File: src/rtl/reaction_timer_ctrl.sv
//==============================================================================
// Module      : reaction_timer_ctrl
// Description : Sequencer for one reaction-time trial. After a start pulse it
//               loads an external 2-bit down-counter with a pseudo-random seed
//               and counts it down once per second. When the counter is at
//               zero on a second tick, the GO lamp lights. The reaction time is
//               then counted in milliseconds until a stop pulse arrives or the
//               count saturates at MAX_MS. Early presses and timeouts are
//               flagged.
// Ports       : clk, reset (sync, active-high)
//               start, stop      - debounced 1-cycle pulses
//               dly_zero         - external delay counter is zero
//               dly_load/dly_data- load external counter with random seed
//               dly_en           - decrement external counter
//               led, busy        - GO lamp, trial in progress
//               result_ms/result_valid/too_early/timeout - trial outcome
//               best_ms          - best valid result (REACTION_BEST_EN only)
// Options     : `define REACTION_BEST_EN adds the best_ms tracker and port.
// Revision    : 1.0 - initial release
//==============================================================================
`default_nettype none

module reaction_timer_ctrl #(
    parameter int TICK_DIV = 50000,
    parameter int MS_PER_S = 1000,
    parameter int MAX_MS   = 9999
) (
    input  logic        clk,
    input  logic        reset,
    input  logic        start,
    input  logic        stop,
    input  logic        dly_zero,
    output logic        dly_load,
    output logic [1:0]  dly_data,
    output logic        dly_en,
    output logic        led,
    output logic        busy,
    output logic [13:0] result_ms,
    output logic        result_valid,
    output logic        too_early,
`ifdef REACTION_BEST_EN
    output logic [13:0] best_ms,
`endif
    output logic        timeout
);

    localparam int MS_W = (TICK_DIV > 1) ? $clog2(TICK_DIV) : 1;
    localparam int S_W  = (MS_PER_S > 1) ? $clog2(MS_PER_S) : 1;

    localparam logic [MS_W-1:0] c_ms_last = MS_W'(TICK_DIV - 1);
    localparam logic [S_W-1:0]  c_s_last  = S_W'(MS_PER_S - 1);
    localparam logic [13:0]     c_max_ms  = 14'(MAX_MS);
    localparam logic [7:0]      c_lfsr_seed = 8'hA5;

    typedef enum logic [2:0] {
        ST_IDLE = 3'd0,
        ST_ARM  = 3'd1,
        ST_WAIT = 3'd2,
        ST_GO   = 3'd3,
        ST_DONE = 3'd4
    } state_t;

    state_t            state_q,  state_d;
    logic [7:0]        lfsr_q,   lfsr_d;
    logic [MS_W-1:0]   ms_cnt_q, ms_cnt_d;
    logic [S_W-1:0]    s_cnt_q,  s_cnt_d;
    logic [13:0]       result_q, result_d;
    logic              valid_q,  valid_d;
    logic              early_q,  early_d;
    logic              tout_q,   tout_d;
`ifdef REACTION_BEST_EN
    logic [13:0]       best_q,   best_d;
`endif

    logic              w_ms_tick;
    logic              w_s_tick;
    logic [13:0]       w_result_inc;

    // Prescalers are held at zero outside WAIT/GO, so the ticks can only
    // fire while they are actually counting.
    assign w_ms_tick    = (ms_cnt_q == c_ms_last);
    assign w_s_tick     = w_ms_tick && (s_cnt_q == c_s_last);
    assign w_result_inc = (result_q == c_max_ms) ? result_q : result_q + 14'd1;

    always_comb begin
        state_d  = state_q;
        // Fibonacci LFSR for x^8+x^6+x^5+x^4+1; free-running, never all-zero.
        lfsr_d   = {lfsr_q[6:0], lfsr_q[7] ^ lfsr_q[5] ^ lfsr_q[4] ^ lfsr_q[3]};
        ms_cnt_d = '0;
        s_cnt_d  = '0;
        result_d = result_q;
        valid_d  = valid_q;
        early_d  = early_q;
        tout_d   = tout_q;
`ifdef REACTION_BEST_EN
        best_d   = best_q;
`endif
        dly_en   = 1'b0;

        case (state_q)
            ST_IDLE, ST_DONE: begin
                if (start) begin
                    state_d  = ST_ARM;
                    result_d = '0;
                    valid_d  = 1'b0;
                    early_d  = 1'b0;
                    tout_d   = 1'b0;
                end
            end

            // Prescalers fall to zero through the defaults in this cycle.
            ST_ARM: begin
                if (stop) begin
                    state_d = ST_DONE;
                    early_d = 1'b1;
                end else begin
                    state_d = ST_WAIT;
                end
            end

            ST_WAIT: begin
                ms_cnt_d = w_ms_tick ? '0 : ms_cnt_q + 1'b1;
                s_cnt_d  = w_ms_tick ? (w_s_tick ? '0 : s_cnt_q + 1'b1) : s_cnt_q;
                if (stop) begin
                    state_d = ST_DONE;
                    early_d = 1'b1;
                end else if (w_s_tick) begin
                    if (dly_zero) begin
                        state_d  = ST_GO;
                        ms_cnt_d = '0;
                        result_d = '0;
                    end else begin
                        dly_en = 1'b1;
                    end
                end
            end

            ST_GO: begin
                ms_cnt_d = w_ms_tick ? '0 : ms_cnt_q + 1'b1;
                if (w_ms_tick) begin
                    result_d = w_result_inc;
                end
                // A stop coincident with the saturating tick still counts as a
                // valid reaction, so stop is tested first.
                if (stop) begin
                    state_d = ST_DONE;
                    valid_d = 1'b1;
`ifdef REACTION_BEST_EN
                    if (result_d < best_q) begin
                        best_d = result_d;
                    end
`endif
                end else if (w_ms_tick && (w_result_inc == c_max_ms)) begin
                    state_d = ST_DONE;
                    tout_d  = 1'b1;
                end
            end

            default: begin
                state_d = ST_IDLE;
            end
        endcase
    end

    always_ff @(posedge clk) begin
        if (reset) begin
            state_q  <= ST_IDLE;
            lfsr_q   <= c_lfsr_seed;
            ms_cnt_q <= '0;
            s_cnt_q  <= '0;
            result_q <= '0;
            valid_q  <= 1'b0;
            early_q  <= 1'b0;
            tout_q   <= 1'b0;
`ifdef REACTION_BEST_EN
            best_q   <= 14'h3FFF;
`endif
        end else begin
            state_q  <= state_d;
            lfsr_q   <= lfsr_d;
            ms_cnt_q <= ms_cnt_d;
            s_cnt_q  <= s_cnt_d;
            result_q <= result_d;
            valid_q  <= valid_d;
            early_q  <= early_d;
            tout_q   <= tout_d;
`ifdef REACTION_BEST_EN
            best_q   <= best_d;
`endif
        end
    end

    assign dly_load     = (state_q == ST_ARM);
    assign dly_data     = (state_q == ST_ARM) ? lfsr_q[1:0] : 2'b00;
    assign led          = (state_q == ST_GO);
    assign busy         = (state_q == ST_ARM) || (state_q == ST_WAIT) || (state_q == ST_GO);
    assign result_ms    = result_q;
    assign result_valid = valid_q;
    assign too_early    = early_q;
    assign timeout      = tout_q;
`ifdef REACTION_BEST_EN
    assign best_ms      = best_q;
`endif

endmodule

`default_nettype wire

File: config.mk
export PLATFORM = sky130hd
export DESIGN_NAME = reaction_timer_ctrl
export DESIGN_NICKNAME = d
export VERILOG_FILES = /design/src/rtl/reaction_timer_ctrl.sv
export SDC_FILE = /design/constraint.sdc
export NUM_CORES = 1
export LEC_CHECK = 0
export BUFFER_PORTS_ARGS = -buffer_cell sky130_fd_sc_hd__buf_4
export CAP_MARGIN = 30
export CORE_ASPECT_RATIO = 0.6
export CORE_UTILIZATION = 55
export DETAILED_ROUTE_END_ITERATION = 8
export PLACE_DENSITY = 0.86
export SETUP_SLACK_MARGIN = 0.5
export SYNTH_ARGS = -nofsm -noshare
export SYNTH_HDL_FRONTEND = slang
export SYNTH_SLANG_ARGS = --single-unit
File: constraint.sdc
create_clock -name clk -period 3.2 [get_ports clk]
set_input_delay 0.32 -clock clk [delete_from_list [all_inputs] [get_ports clk]]
set_output_delay 0.32 -clock clk [all_outputs]
set_load 0.05 [all_outputs]
---- Word level (Yosys, flattened, before mapping) ----
Cells that the tools add are included.
cells by class
  add/subtract/negate cells ............... 3
  equality and inequality tests ........... 20
  mux-type cells .......................... 33
  bitwise logic cells ..................... 4
  reductions and logical operators ........ 16
operator list
  operator                                                                  count
  14-bit two-way mux                                                        6
  16-bit two-way mux                                                        4
  14-bit one-hot mux with 3 select lines                                    1
  16-bit one-hot mux with 2 select lines                                    1
  14-bit equality test (second input constant)                              2
  3-bit two-way mux                                                         7
  16-bit by 1-bit adder with 16-bit output (second input constant)          1
  16-bit equality test (second input constant)                              1
  14-bit by 1-bit adder with 14-bit output (second input constant)          1
  2-bit inequality test (second input constant)                             6
  3-bit one-hot mux with 4 select lines                                     1
  10-bit by 1-bit adder with 10-bit output (second input constant)          1
  10-bit equality test (second input constant)                              1
  10-bit two-way mux                                                        1
  1-bit two-way mux                                                         8
  4-bit AND reduction                                                       2
  3-bit by 2-bit equality test with 1-bit output (second input constant)    2
  2-bit by 1-bit inequality test with 1-bit output (second input constant)  3
  3-bit inequality test (second input constant)                             2
  1-bit one-hot mux with 2 select lines                                     3
  3-bit AND reduction                                                       2
  6-bit AND reduction                                                       1
  2-bit OR reduction                                                        3
  2-bit nonzero test                                                        2
  other kinds (10)                                                          14
word-level totals
  register bits ........................... 54
  bits of input ports ..................... 5
  output and inout bits ................... 23
  word-level logic and storage cells ...... 84

---- Logic depth before layout (Yosys ltp) ----
Gate-level depths: netlist (run 1).
  word-level depth ........................ 7
  mapped depth ............................ 8
  gate-level depth less buffers ........... 6

---- Worst setup path after synthesis (run 1) ----
OpenSTA, ideal clock, no wires.
  kind .................................... reg-to-reg
  from .................................... reg result_q[0], in the netlist result_ms[0]
  to ...................................... reg state_q[1]
  setup time .............................. 0.125 ns
  data arrival time ....................... 2.623 ns
  data required time ...................... 3.075 ns
  path slack .............................. 0.451 ns
  cell stages (with the launch flop) ...... 7
  path buffers ............................ 0
  cells stage by stage .................... dfxtp_1 > ha_1 > nand3_1 > nor3_1 > xnor2_1 > or4b_4 > o41a_1
on the way
  word-level cells in the longest chain between the ends .. 6
  elaborated cells on any way between the ends .. 7
  classes of those cells .................. add/sub (1); eq/ne (3); mux (1); reduce/logical (2)
RTL lines
  element                                                                           line  source
  start: declaration                                                                67    logic [13:0] result_q, result_d;
  start signal: assignment                                                          183   result_q <= result_d;
  14-bit by 1-bit adder with 14-bit output or 14-bit equality test (tied branches)  83    assign w_result_inc = (result_q == c_max_ms) ? result_q : result_q + 14'd1;
  14-bit two-way mux *                                                              83
  14-bit equality test *                                                            153   end else if (w_ms_tick && (w_result_inc == c_max_ms)) begin
  1-bit logical AND *                                                               153
  3-bit by 2-bit inequality test with 1-bit output (no line) *                      --
  4-bit AND reduction (no line) *                                                   --
  end signal: assignment                                                            179   state_q <= state_d;
  end: declaration                                                                  63    state_t state_q, state_d;
Every way passes the cells marked *; elsewhere a longest branch is shown, timed or not.
A chain may end at the register's enable or synchronous reset.

---- Final worst setup path (run 1) ----
  from .................................... reg result_q[11], in the netlist result_ms[11]
  to ...................................... reg state_q[1]
The elaborated chain is that of the path after synthesis.

==> reports/metrics.yaml, run 1 <==
pwr:
  p_total_mw: 1.349
  power_density_nw_per_um2: 422.2
  ir_drop_uv: 229.3
  power_leakage_nw: 1.057
setup_path:
  cp_cell_sequence: "or4b_4 -> nor4_4 -> a31oi_1 -> or4b_4 -> o41a_1"
  start_kind: "register"
  crit_family: "simple AND/OR/NAND/NOR gates"
  cp_max_fo: 9
  path_buf_inv: 0
  cp_slowest_stage_delay_ps: 590
  crit_type: "register to register"
  crit_slowest_cell: "or4b_4"
  required_ps: 3410
  arrival_ps: 2830
  crit_start: "result_ms[11]"
  path_common_cell: "or4b_4"
  timing.rr.start: "result_ms[11]"
  end_kind: "register"
place:
  port_buffers: 27
  place_area_sq_um: 3043
  hpwl_um: 4515
  routabilityCongestion: 0.8662
  post-place-ws_ps: 591.3
sta:
  rsz0062_at_grt: "no"
  drv_slew: 0
  fin_crit_sh_pct: 81.88
  fmax_ghz: 0.3816
  setup_tns_ps: 0
  setup_viol: 0
  worst_slew_pin_slew_ps: 540.2
  finalHoldViolations: 0
  fin_skew_ps: 11.74
  finalWorstSetupSlack_ps: 579.7
  slew_headroom_pct: 63.53
  final.min_clock_period_ps: 2620
min_path:
  hp-start: "reset"
  worstHoldPathType: "primary input to register"
floorplan:
  start_util_pct: 59.90
  io_pins: 28
  fp-row-count: 19
  die_height_um: 58.02
  die_w_um: 95.37
  die_area_sq_um: 5533
  coreArea_sq_um: 4802
clock_tree:
  cts_buffers: 5
  cts_tree: "done"
  htree_levels: 2
  cts_sinks: 54
  worstSkewPairLatency_ps: 320
  clockBufferDepth: 2
  root_buffer: "clkbuf_8"
  cts_setup_buffers: 0
  clk_pin_slew_ps: 100
yosys:
  synth.largest_area_cell: "dfxtp_1"
  synthTopCellsByArea: "dfxtp_1 (38%), nor2_1 (5.1%), xor2_1 (4.3%)"
  synth_edf_count: 0
  synth_ff_type: "dfxtp_1"
  ys_ff_latch: 54
  synth.distinct_cells: 51
  avgSynthCellArea_sq_um: 8.436
  yosysWarnings: 0
  syn_inst: 341
  synth_fp_nets: 349
  yosysSeqAreaShare_pct: 37.58
  synth_common_cells: "dfxtp_1 (54), nor2_1 (39), nand2_1 (22)"
  synth.cell_area_sq_um: 2877
  synth_top_area_share_pct: 37.58
  synth.most_common_cell: "dfxtp_1"
  synth-async-reset-ratio_pct: 0
global_route:
  grt_overflow: 0
  antenna_found_initial: 0
  grt_pass1_wl_um: 10440
  grt_usage_pct: 24.91
  first_global_vias: 2222
  grt_max_degree: 33
cells_and_area:
  finalInstanceArea_sq_um: 3196
  postLayoutCoreUtil_pct: 66.55
  nNetsFinal: 363
  ff_latch_area_sq_um: 1082
  fill_cells: 413
  area_delta_synth_final_pct: 11.09
  multi_input_area_sq_um: 1655
  drive_above_1_share_pct: 14.61
  diodes: 0
job:
  maxCapViolCount: 0
routing:
  wirelength_um: 6529
  ant_nets: 0
  vias: 2602
  first_iter_violations: 262
  first_pass_iters: 5
  drc_errors: 0
  wl_per_cell_um: 15.58
  viasPerCell: 6.210
outcome:
  status: "completed"
sequential cells by signal, summed over array words and instances, names as in the netlist:
signal and cells:
result_valid 1, lfsr_q 8, too_early 1, state_q 3, result_ms 14, s_cnt_q 10
ms_cnt_q 16, timeout 1
path summary, 6_finish.rpt:
kind,depth (start not counted),endpoint,slack (ps)
setup / recovery,5,state_q[1],580
hold / removal,2,lfsr_q[3],390
setup reg to reg,5,state_q[1],580
hold reg to reg,1,lfsr_q[7],420
cell type report:
class,instances,area share (%)
multi-input combinational,259,51.80
sequential,54,33.87
timing repair buffer,28,6.578
clock buffer,6,2.584
tap,63,2.467
clock inverter,2,1.879
inverter,7,0.8222
cells by family after synthesis:
group                    share of synthesized area, %
AND/OR/NAND/NOR                                 32.01
AO/OA/AOI/OAI                                   14.79
flip-flops                                      37.58
buffers and inverters                           5.394
XOR/XNOR                                        8.221
adder cells (fa/ha/maj)                         1.305
multiplexers                                   0.6960
worst register-to-register path: stages (launching register included):
cell	delay, ps
dfxtp_1	420
or4b_4	590
nor4_4	330
a31oi_1	180
or4b_4	590
o41a_1	410
repair_timing:
item	CTS	global route
resized for setup	0	2
hold buffers	0	0
endpoints found under the setup margin	0	2
stage by stage:
stage | instances | hold WS [ps]
final | 419 | 385.4
after global routing | 419 | 399.9
after CTS | 419 | 377.0
after detailed placement | 411 | 395.1
after global placement | 411 | 392.7
after floorplan | 341 | 389.5
cells in the final DEF (no fill, tap or decap), types with 7 or more instances in the layout:
cell type	instances
dfxtp_1	53
nor2_1	39
buf_4	28
nand2_1	22
nand3_1	15
xor2_1	14
nand4_1	14
xnor2_1	13
o21ai_0	13
a21oi_1	13
nor3_1	9
nor2b_1	8
a311oi_1	8
inv_1	7
and4_1	7
a31oi_1	7
power by group:
| part | switching, mW | total [mW] | internal, mW | leakage, nW |
|---|---|---|---|---|
| logic | 0.0582 | 0.0917 | 0.0335 | 0.547 |
| clock network | 0.229 | 0.563 | 0.334 | 0.0714 |
| registers | 0.0108 | 0.695 | 0.684 | 0.438 |
| total | 0.298 | 1.35 | 1.05 | 1.06 |
layer usage:
layer  vias up  track usage (%)  wire (um)  part of all wire (%)
met5         -                0          0                     0
met3         9            5.249        475                   7.3
met2       100            34.49       2752                    42
li1       1263                -          -                     -
met1      1230            37.01       3208                    49
met4         0            11.04         94                   1.4
(Power assumes the default switching activity.)
==> inputs of run 2 (changes only) <==
Settings changed: CORE_UTILIZATION 55 to 53.
Clock period 3.2 ns to 2.2 ns, I/O delays scaled along.
==> reports/metrics.yaml, run 2 (synthesized netlist as in run 1, its figures left out) <==
cells_and_area:
  area_delta_synth_final_pct: 39.15  # was 11.09%
  ff_latch_area_sq_um: 1141  # was 1082 sq um
  regMostFlops: "ms_cnt_q"  # unchanged
  drive_above_1_share_pct: 42.37  # was 14.61%
  final_common_cell: "buf_4"  # was dfxtp_1
  largest_reg_flops: 16  # unchanged
  multi_input_area_sq_um: 1979  # was 1655 sq um
  fill_cells: 306  # was 413
  layout_common_cells: "buf_4 (70), nor2_1 (38), dfxtp_1 (26), nand2_1 (21), dfxtp_2 (18)"  # was dfxtp_1 (53), nor2_1 (39), buf_4 (28), nand2_1 (22), nand3_1 (15)
  nNetsFinal: 420  # was 363
  instances_no_fill: 479  # was 419
  diodes: 0  # unchanged
setup_path:
  arrival_ps: 2120  # was 2830 ps
  cp-endpoint: "dly_en"  # was state_q[1]
  crit_type: "register to output pin"  # was register to register
  required_ps: 1980  # was 3410 ps
  rr_endpoint: "state_q[1]"  # unchanged
  cp_max_fo: 5  # was 9
  start_kind: "register"  # unchanged
  r2r_slack_ps: -50  # was 580 ps
  crit_start: "ms_cnt_q[14]"  # was result_ms[11]
  timing.rr.start: "result_ms[7]"  # was result_ms[11]
  reg2reg_depth: 5  # unchanged
  end_kind: "output pin"  # was register
global_route:
  grt_overflow: 0  # unchanged
  grt-busiest-layer: "met2"  # was met1
  groute.layer.met2.usage_pct: 48.09  # was 34.49%
  first_global_vias: 2684  # was 2,222
  use_met3_pct: 6.368  # was 5.249%
  grt_pass1_wl_um: 13360  # was 10,440 um
  use_met1_pct: 40.66  # was 37.01%
  antenna_found_initial: 0  # unchanged
  grt_max_degree: 33  # unchanged
  grt_usage_pct: 29.83  # was 24.91%
sta:
  whs_ps: 331.2  # was 385.4 ps
  finalHoldViolations: 0  # unchanged
  final.min_clock_period_ps: 2337
  setup_tns_ps: -218.0  # was 0 ps
  slew_headroom_pct: 60.94  # was 63.53%
  drv_slew: 0  # unchanged
  worst_slew_pin_slew_ps: 578.0  # was 540.2 ps
  finalWorstSetupSlack_ps: -137.1  # was 579.7 ps
  fin_crit_sh_pct: 106.2
  rsz0062_at_grt: "yes"  # was no
  fmax_ghz: 0.4279
  fin_skew_ps: 6.891  # was 11.74 ps
  setup_viol: 3  # was 0
floorplan:
  coreArea_sq_um: 5130  # was 4802 sq um
  io_pins: 28  # unchanged
  die_area_sq_um: 5736  # was 5533 sq um
  die_w_um: 97.11  # was 95.37 um
  fp-row-count: 20  # was 19
  start_util_pct: 56.07  # was 59.90%
  die_height_um: 59.07  # was 58.02 um
pwr:
  ir_drop_uv: 400.7  # was 229.3 uV
  power_frac_comb_pct: 11.1  # was 6.8%
  power_leakage_nw: 1.394  # was 1.057 nW
  pwr-share-seq_pct: 56.9  # was 51.5%
  power_density_nw_per_um2: 436.2  # was 422.2 nW/um^2
  switching_share_pct: 26.44  # was 22.09%
  switchingPower_uw: 461.6  # was 298.0 uW
  clkPwrFrac_pct: 32.0  # was 41.7%
  intPower_mw: 1.284  # was 1.051 mW
  p_total_mw: 1.746  # was 1.349 mW
clock_tree:
  root_buffer: "clkbuf_8"  # unchanged
  clockBufferDepth: 2  # unchanged
  cts_sinks: 54  # unchanged
  holdBufCountCts: 0  # unchanged
  cts_buffers: 5  # unchanged
  clk_pin_slew_ps: 100  # about the same
  cts_tree: "done"  # unchanged
  worstSkewPairLatency_ps: 310  # was 320 ps
  htree_levels: 2  # unchanged
routing:
  first_pass_iters: 5  # unchanged
  ant_nets: 0  # unchanged
  viasPerCell: 6.505  # was 6.210
  first_iter_violations: 389  # was 262
  drc_errors: 0  # unchanged
  wl_per_cell_um: 19.93  # was 15.58 um
  vias: 3116  # was 2,602
  wirelength_um: 9547  # was 6529 um
outcome:
  failed_checks: "negative setup slack"
  status: "finished with violations"  # was completed
job:
  maxCapViolCount: 0  # unchanged
place:
  port_buffers: 27  # unchanged
  routabilityCongestion: 0.9319  # was 0.8662
  dpl.cell_count: 447  # was 411
  hpwl_um: 5310  # was 4515 um
min_path:
  worstHoldPathType: "primary input to register"  # unchanged
  hp-start: "dly_zero"  # was reset
## run 2: cell count changes in the layout (fill, tap and decap cells not counted), sizes merged
cell      previous run  this run
clkinvlp             0         1
buf                 28        84
clkbuf               6         7
bufinv               2         0
or2                  6         7
## run 2: final cells by class
type                    instances  share of cell area (%)
clock inverters                 1                  0.1563
multi-input cells             260                   49.45
inverters                       7                  0.7502
flip-flops and latches         54                   28.51
repair buffers                 84                   17.16
clock buffers                   7                   1.907
well taps                      66                   2.063
## run 2: stage by stage
stage | setup slack [ps] | cell area [sq um] | utilization [%]
2_1_floorplan | -149.7 | 3060 | -
3_3_place_gp | -62.17 | 3437 | 67.00
3_5_place_dp | -100.3 | 3437 | 67.00
4_1_cts | -17.52 | 3809 | 74.24
5_1_grt | -168.9 | 4003 | 78.02
6_report | -137.1 | 4003 | 78.02
## run 2: worst min path at each step
stage / end / slack [ps] / depth (start not counted)
2_1_floorplan: lfsr_q[7] / 390 / 1
3_3_place_gp: lfsr_q[7] / 390 / 1
3_5_place_dp: lfsr_q[7] / 400 / 1
4_1_cts: lfsr_q[4] / 300 / 2
5_1_grt: too_early / 310 / 3
6_report: state_q[0] / 330 / 4
## run 2: per-layer routing
metal	wire, um	share of wire, %
met1	4025	42
met2	4172	44
met3	958	10
met4	391	4.1
met5	0	0
## run 2: power groups by stage
stage / sequential (mW) / combinational (mW) / clock (mW)
after detailed placement: 1.02 / 0.151 / 0
after global placement: 1.02 / 0.149 / 0
after CTS: 0.996 / 0.180 / 0.563
after global routing: 0.994 / 0.200 / 0.604
final: 0.993 / 0.194 / 0.559
after floorplan: 1.02 / 0.118 / 0
## run 2: what timing repair did
| action | in CTS | in global routing |
|---|---|---|
| setup endpoints to repair | 38 | 30 |
| setup buffers | 15 | 7 |
| pin swaps | 23 | 18 |
| gates resized for setup | 45 | 29 |
| gates cloned | 1 | 1 |
## run 2: critical path, stage by stage, from the launching register on
cell	delay, ps
dfxtp_1	420
nor4bb_1	570
and4_4	360
nand2_4	70
nor3b_4	190
buf_6	190
